$ cat src/rtl/seg7_pkg.sv
// Shared seven-segment constants for the stopwatch display path.
// Glyphs are active-low {g,f,e,d,c,b,a}.
package seg7_pkg;

  localparam logic [6:0] SEG_OFF = 7'h7F;

  localparam logic [6:0] GLYPH [16] = '{
    7'h40, 7'h79, 7'h24, 7'h30, 7'h19, 7'h12, 7'h02, 7'h78,
    7'h00, 7'h10, 7'h08, 7'h03, 7'h46, 7'h21, 7'h06, 7'h0E
  };

  function automatic logic [6:0] seg7_glyph(input logic [3:0] i_val);
    return GLYPH[i_val];
  endfunction

endpackage

$ cat src/rtl/seg7_decode.sv
// Combinational hex-digit to active-low seven-segment glyph decoder.
module seg7_decode
  import seg7_pkg::*;
(
  input  logic [3:0] i_digit,
  output logic [6:0] o_seg
);

  always_comb begin
    o_seg = seg7_glyph(i_digit);
  end

endmodule

$ cat src/rtl/seg7_scan_display.sv
// Time-multiplexed common-anode display driver: per-frame digit snapshot,
// one blank cycle per slot against ghosting, optional leading-zero blanking.
module seg7_scan_display
  import seg7_pkg::*;
#(
  parameter int unsigned NUM_DIGITS  = 4,
  parameter int unsigned REFRESH_DIV = 100000
) (
  input  logic                    clk_in,
  input  logic                    reset,
  input  logic [4*NUM_DIGITS-1:0] digits,
  input  logic [NUM_DIGITS-1:0]   dp_mask,
  input  logic                    blank_lead,
  output logic [NUM_DIGITS-1:0]   an,
  output logic [6:0]              seg,
  output logic                    dp,
  output logic                    frame_tick
);

  localparam int unsigned SW = (NUM_DIGITS > 1) ? $clog2(NUM_DIGITS) : 1;
  localparam int unsigned PW = (REFRESH_DIV > 1) ? $clog2(REFRESH_DIV) : 1;
  localparam logic [SW-1:0] SLOT_LAST = SW'(NUM_DIGITS - 1);
  localparam logic [PW-1:0] PCNT_LAST = PW'(REFRESH_DIV - 1);

  logic [PW-1:0]           r_pcnt;
  logic [SW-1:0]           r_slot;
  logic [4*NUM_DIGITS-1:0] r_snap;
  logic [NUM_DIGITS-1:0]   r_an;
  logic [6:0]              r_seg;
  logic                    r_dp;
  logic                    r_frame_tick;

  logic                    w_pcnt_wrap;
  logic                    w_frame_wrap;
  logic [3:0]              w_digit;
  logic [6:0]              w_glyph;
  logic [NUM_DIGITS-1:0]   w_an_lit;
  logic                    w_dp_bit;
  logic                    w_lead_zero_slot;
  logic [NUM_DIGITS-1:0]   w_lead_zero;
  logic                    w_zero_run;

  assign w_pcnt_wrap  = (r_pcnt == PCNT_LAST);
  assign w_frame_wrap = w_pcnt_wrap && (r_slot == SLOT_LAST);

  // Zero-run flag propagates from the most significant digit downward;
  // digit 0 is left out so it always stays visible.
  always_comb begin
    w_zero_run  = 1'b1;
    w_lead_zero = '0;
    for (int unsigned k = 0; k < NUM_DIGITS - 1; k++) begin
      w_zero_run = w_zero_run && (r_snap[4*(NUM_DIGITS-1-k) +: 4] == 4'h0);
      w_lead_zero[NUM_DIGITS-1-k] = w_zero_run;
    end
  end

  always_comb begin
    w_digit          = '0;
    w_an_lit         = '1;
    w_dp_bit         = 1'b0;
    w_lead_zero_slot = 1'b0;
    for (int unsigned i = 0; i < NUM_DIGITS; i++) begin
      if (r_slot == SW'(i)) begin
        w_digit          = r_snap[4*i +: 4];
        w_an_lit[i]      = 1'b0;
        w_dp_bit         = dp_mask[i];
        w_lead_zero_slot = w_lead_zero[i];
      end
    end
  end

  seg7_decode u_decode (
    .i_digit (w_digit),
    .o_seg   (w_glyph)
  );

  always_ff @(posedge clk_in) begin
    if (reset) begin
      r_pcnt       <= '0;
      r_slot       <= '0;
      r_snap       <= '0;
      r_an         <= '1;
      r_seg        <= SEG_OFF;
      r_dp         <= 1'b1;
      r_frame_tick <= 1'b0;
    end else begin
      r_pcnt <= w_pcnt_wrap ? '0 : r_pcnt + 1'b1;
      if (w_pcnt_wrap) begin
        r_slot <= (r_slot == SLOT_LAST) ? '0 : r_slot + 1'b1;
      end
      if (w_frame_wrap) begin
        r_snap <= digits;
      end
      r_frame_tick <= w_frame_wrap;

      if ((r_pcnt == '0) || (blank_lead && w_lead_zero_slot)) begin
        r_an  <= '1;
        r_seg <= SEG_OFF;
        r_dp  <= 1'b1;
      end else begin
        r_an  <= w_an_lit;
        r_seg <= w_glyph;
        r_dp  <= ~w_dp_bit;
      end
    end
  end

  assign an         = r_an;
  assign seg        = r_seg;
  assign dp         = r_dp;
  assign frame_tick = r_frame_tick;

endmodule

$ cat config.mk
export PLATFORM = sky130hd
export DESIGN_NAME = seg7_scan_display
export DESIGN_NICKNAME = d
export VERILOG_FILES = /design/src/rtl/seg7_pkg.sv /design/src/rtl/seg7_decode.sv /design/src/rtl/seg7_scan_display.sv
export SDC_FILE = /design/constraint.sdc
export NUM_CORES = 1
export LEC_CHECK = 0
export CAP_MARGIN = 25
export CORE_UTILIZATION = 55
export CTS_CLUSTER_SIZE = 40
export DETAILED_ROUTE_END_ITERATION = 8
export DONT_BUFFER_PORTS = 1
export GPL_ROUTABILITY_DRIVEN = 0
export PLACE_DENSITY = 0.8
export SLEW_MARGIN = 20
export SYNTH_ARGS = -nofsm -noshare
export SYNTH_HDL_FRONTEND = slang
export SYNTH_SLANG_ARGS = --single-unit
$ cat constraint.sdc
create_clock -name clk_in -period 3.06 [get_ports clk_in]
set_input_delay 0.153 -clock clk_in [delete_from_list [all_inputs] [get_ports clk_in]]
set_output_delay 0.153 -clock clk_in [all_outputs]
set_load 0.01 [all_outputs]
# Word-level counts from Yosys, hierarchy flattened
# Memories as Yosys holds them, arrays and structs flattened. A register that Yosys moved wholly into a read port is not among the register bits.
# Cells that the tools add are included.
# classes
addsub	2
eq_ne	4
n_reduce_logical	12
bitwise_logic	2
muxes	16
# ops
operator	count
adder 17 x 1 -> 17 bit, second input constant	1
== test 17 bit, second input constant	1
logical NOT 17 bit	1
2-to-1 mux 4 bit	4
logical NOT 4 bit	3
2-to-1 mux 1 bit	11
inverter 4 -> 5 bit	1
== test 2 bit, second input constant	2
logical AND 1 bit	4
OR reduction 2 bit	2
adder 2 x 1 -> 2 bit, second input constant	1
== test 2 x 1 -> 1 bit, second input constant	1
logical NOT 2 bit	1
2-to-1 mux 2 bit	1
logical OR 1 bit	1
inverter 1 bit	1
# word_totals
mem_bits_ro	112
out_inout_bits	13
in_bits	23
mem_count	1
regBits	41
wordCells	43
# memory_table
name	depth	width	read_ports	rd_clocked_by_memory_dff	write_ports	line_no	source
(name not given)	16	7	1	1	0	seg7_pkg.sv:13	return GLYPH[i_val];

# Longest topological paths before layout
# depth
word_depth	9
depth_mapped	11
depth_no_buf	10

# Hierarchy
# Synthesis repeated with hierarchy kept, for this count alone.
# unflattened
cells_unflattened	247
area_unflattened_um2	2323.5
# by_module_without_submodules
module	seq_area_each_um2	n_inst	cells_per_inst	area_per_inst_um2
seg7_scan_display	960.9	1	214	2054.5
seg7_decode	0.0	1	33	269.0

# Worst setup path before layout
# No wires, ideal clock.
# synth_path
path_type	register -> register
from	register r_slot[1]
to	register r_seg[3], in the netlist seg[3]
period_less_slack_ns	2.320
path_buffers	1
setup_ns	0.141
arrival_ns	2.179
stages_incl_launch_ff	11
t_required_ns	2.919
slack_ns	0.740
cell_sequence	dfxtp_1 > inv_1 > ha_1 > clkbuf_1 > nand3b_1 > a221oi_1 > inv_1 > ha_1 > nand2_1 > o211ai_1 > o211ai_1
# synth_between
elab_chain_cells	7
elab_cells_between_ends	15
classes_between	3 x eq/ne; 7 x mux; 1 x bitwise; 4 x reduce/logical
# synth_rtl
element	line_no	source
start, declared	seg7_scan_display.sv:26	logic [SW-1:0] r_slot;
start signal, assigned	seg7_scan_display.sv:89	r_slot <= (r_slot == SLOT_LAST) ? '0 : r_slot + 1'b1;
== test 2 x 1 -> 1 bit	seg7_scan_display.sv:63	if (r_slot == SW'(i)) begin
2-to-1 mux 1 bit (3 in series)	seg7_scan_display.sv:63	
logical AND 1 bit	seg7_scan_display.sv:96	if ((r_pcnt == '0) || (blank_lead && w_lead_zero_slot)) begin
logical OR 1 bit	seg7_scan_display.sv:96	
OR reduction 2 bit (no source line)	-	
end, declared	seg7_scan_display.sv:29	logic [6:0] r_seg;
# Several ways; a longest one is shown, not always the timed one.
# A chain may end at the register's enable or synchronous reset.

# Worst setup path after layout
# layout_path
from	register r_slot[0]
to	register r_seg[3], in the netlist seg[3]
# Same word-level chain as after synthesis.

==> metrics.txt <==
effective utilization at floorplan=between 50% and 60%; CTS Buf Count=5; Area after DPL=roughly 2200 um2; Overflow after GRT=0; biggest fanout along the worst timing path=17; count of cell types in the netlist=between 40 and 50; Cell Area, Synth=2210 um2; timing-limited maximum frequency=0.371 GHz; portion of the clock cycle consumed by the worst path in the final layout=between 80% and 90%; DRC errors left=0; pin slew with the least headroom to its limit=around 740 ps; detailed-route wire length per cell=approximately 15 um; cell area after layout=roughly 2500 um2; post-synthesis simple-gate area fraction=between 20% and 30%; Final Slew Violations=0; count of pins on the block boundary=36; critical hold path startpoint=dp_mask[3]; worst reg2reg startpoint=r_slot[0]; Port Buf Inserts=0; Detailed Place HPWL=2940 um; global-route total usage across every layer=between 20% and 30%; Synth Flop Type=dfxtp_1; maximum vdd drop=about 0.29 mV; slack of the critical path=~360 ps; final-report setup violation count=0; crit path DAT=2860 ps; critical path class=reg2reg; area growth from synthesis to final layout=11.1%; accumulated negative setup slack=0 ps; max-capacitance violation count=0; Hold Fails Final Rpt=0; vertical die dimension=65.3 um; static leakage=0.916 nW; xor/xnor share of the synthesized area=6.75%; launch point of the critical path=r_slot[0]; final standard cell utilization of the core=between 60% and 70%; Worst setup EP type=register; number of standard-cell rows in the floorplan=22; clock-pin slew on the worst setup and hold paths=~80 ps; sequential fraction of the synthesis area=between 40% and 50%; Seq cells post-synth=48; ranking of synthesized cells by area=dfxtp_1 44%, ha_1 6.8%, a22o_1 6.3%; number of enable-type register cells in the synthesized netlist=0; number of antenna repair diodes=0; worst hold path class=in2reg; power density normalized to cell area=approximately 430 nW/um2; Post-CTS Setup Inserts=0; average via count per standard cell=between 5 and 6; number of antenna violations at the first check in global routing=0; fraction of registers with async set/reset=0%; synthesized netlist cell count=~230; total wire length=4390 um; setup repair after global routing missed its margin=false; die outline area=approximately 4300 um2; via count of the first global-routing pass=around 1600; result of the run=finished clean; arithmetic-cell share of the synthesized area counting full adders, half adders and majority gates=approximately 7%; worst slew margin relative to its limit=roughly half; total power of the final layout=~1.1 mW; largest net degree at the start of global routing=18; Placeable Area=~3700 um2; kind of start point of the critical path=register; share of synthesized area spent on multiplexers=2.27%; footprint of the flip-flops and latches=slightly below 1000 um2; leading area contributor after synthesis=dfxtp_1; average footprint of a synthesized cell=9.47 um2; non-filler instance count after layout=294; post-synthesis compound-gate area fraction=14.2%; fraction of layout instances using a drive strength above 1=under 10%; Post-CTS Hold Buffers=17; Clock Tree Root=clkbuf_8; violation count after the first detailed-routing iteration=88; CTS tree=built; number of clock sinks=48; global-route wire length before repair=between 7000 and 8000 um; list of most frequent post-synthesis cells=48 x dfxtp_1, 23 x nor2_1, 19 x nand2_1; most common cell in the synthesized netlist=dfxtp_1; post-route worst hold slack=just under 40 ps; dominant combinational cell family by area after synthesis=simple AND/OR/NAND/NOR gates; post-layout minimum cycle time=~2700 ps; Inst Count DP=270; post-cts gate resize count=0; First-pass DRT Iterations=4; Crit path required time=~3200 ps; multi-input gate area in the final layout=1120 um2; number of buffers on the longest clock path=2; Clock Latency Late Sink=300 ps; setup slack after placement=approximately 380 ps; number of nets with antenna violations after detailed routing=0; filler cell count=322; via total after detailed routing=~1700; Synth warnings=0; die outline width=between 60 and 70 um; Final Net Count=~280; worst setup skew after layout=about 4.3 ps; level count of the clock H-tree=2; fraction of post-synthesis cell area in the top cell type by area=a little over two fifths; net count of the mapped netlist=around 270
kinds of logic after synthesis:
family,count (synthesis)
simple gates,85
flops,48
compound gates,39
buf+inv,27
xor+xnor,17
fa+ha+maj,12
mux,5
sequential cells by signal, indices dropped and copies added, names as in the netlist:
signal	cells
r_snap	16
r_pcnt	17
an	4
seg	7
r_slot	2
frame_tick	1
dp	1
power breakdown:
group | internal (mW) | switching [mW] | total [mW]
Sequential | 0.638 | 0.0129 | 0.651
Combinational | 0.0256 | 0.0239 | 0.0495
Clock | 0.156 | 0.195 | 0.350
Total | 0.819 | 0.232 | 1.05
layer usage:
metal	GRT usage (%)	share of wire, %
met2	36.5	49
met1	26.2	43
met3	8.51	6.5
met5	0	0
met4	10.1	1.2
final timing paths:
path | depth (start not counted) | slack, ps | to
setup / recovery | 7 | 360 | seg[3]
hold / removal | 3 | 40 | dp
setup reg to reg | 7 | 360 | seg[3]
hold reg to reg | 1 | 490 | r_pcnt[0]
critical path, stage by stage (launching register included):
cell,delay [ps]
dfxtp_1,410
ha_1,540
a211oi_1,90
a221oi_1,680
inv_1,200
ha_1,330
o211ai_1,210
o211ai_1,110
area by class of cell:
class	instances	area share (%)
tap	48	2.45
clock inverter	1	0.204
multi-input combinational	158	45.7
clock buffer	6	2.96
inverter	15	2.30
sequential	48	39.2
timing repair buffer	18	7.24
cell usage in the layout (no fill, tap or decap), types with 5 or more instances in the layout:
cell type | netlist | final
a22o_1 | 16 | 16
xnor2_1 | 10 | 10
inv_1 | 15 | 15
dfxtp_1 | 48 | 48
ha_1 | 12 | 12
xor2_1 | 7 | 7
mux2i_1 | 5 | 5
dlygate4sd3_1 | 0 | 17
nor3b_1 | 5 | 5
nand3b_1 | 5 | 5
nand3_1 | 7 | 7
clkbuf_8 | 0 | 5
nor2_1 | 23 | 23
nand2_1 | 19 | 19
No activity file was read; power rests on OpenSTA's default activity.
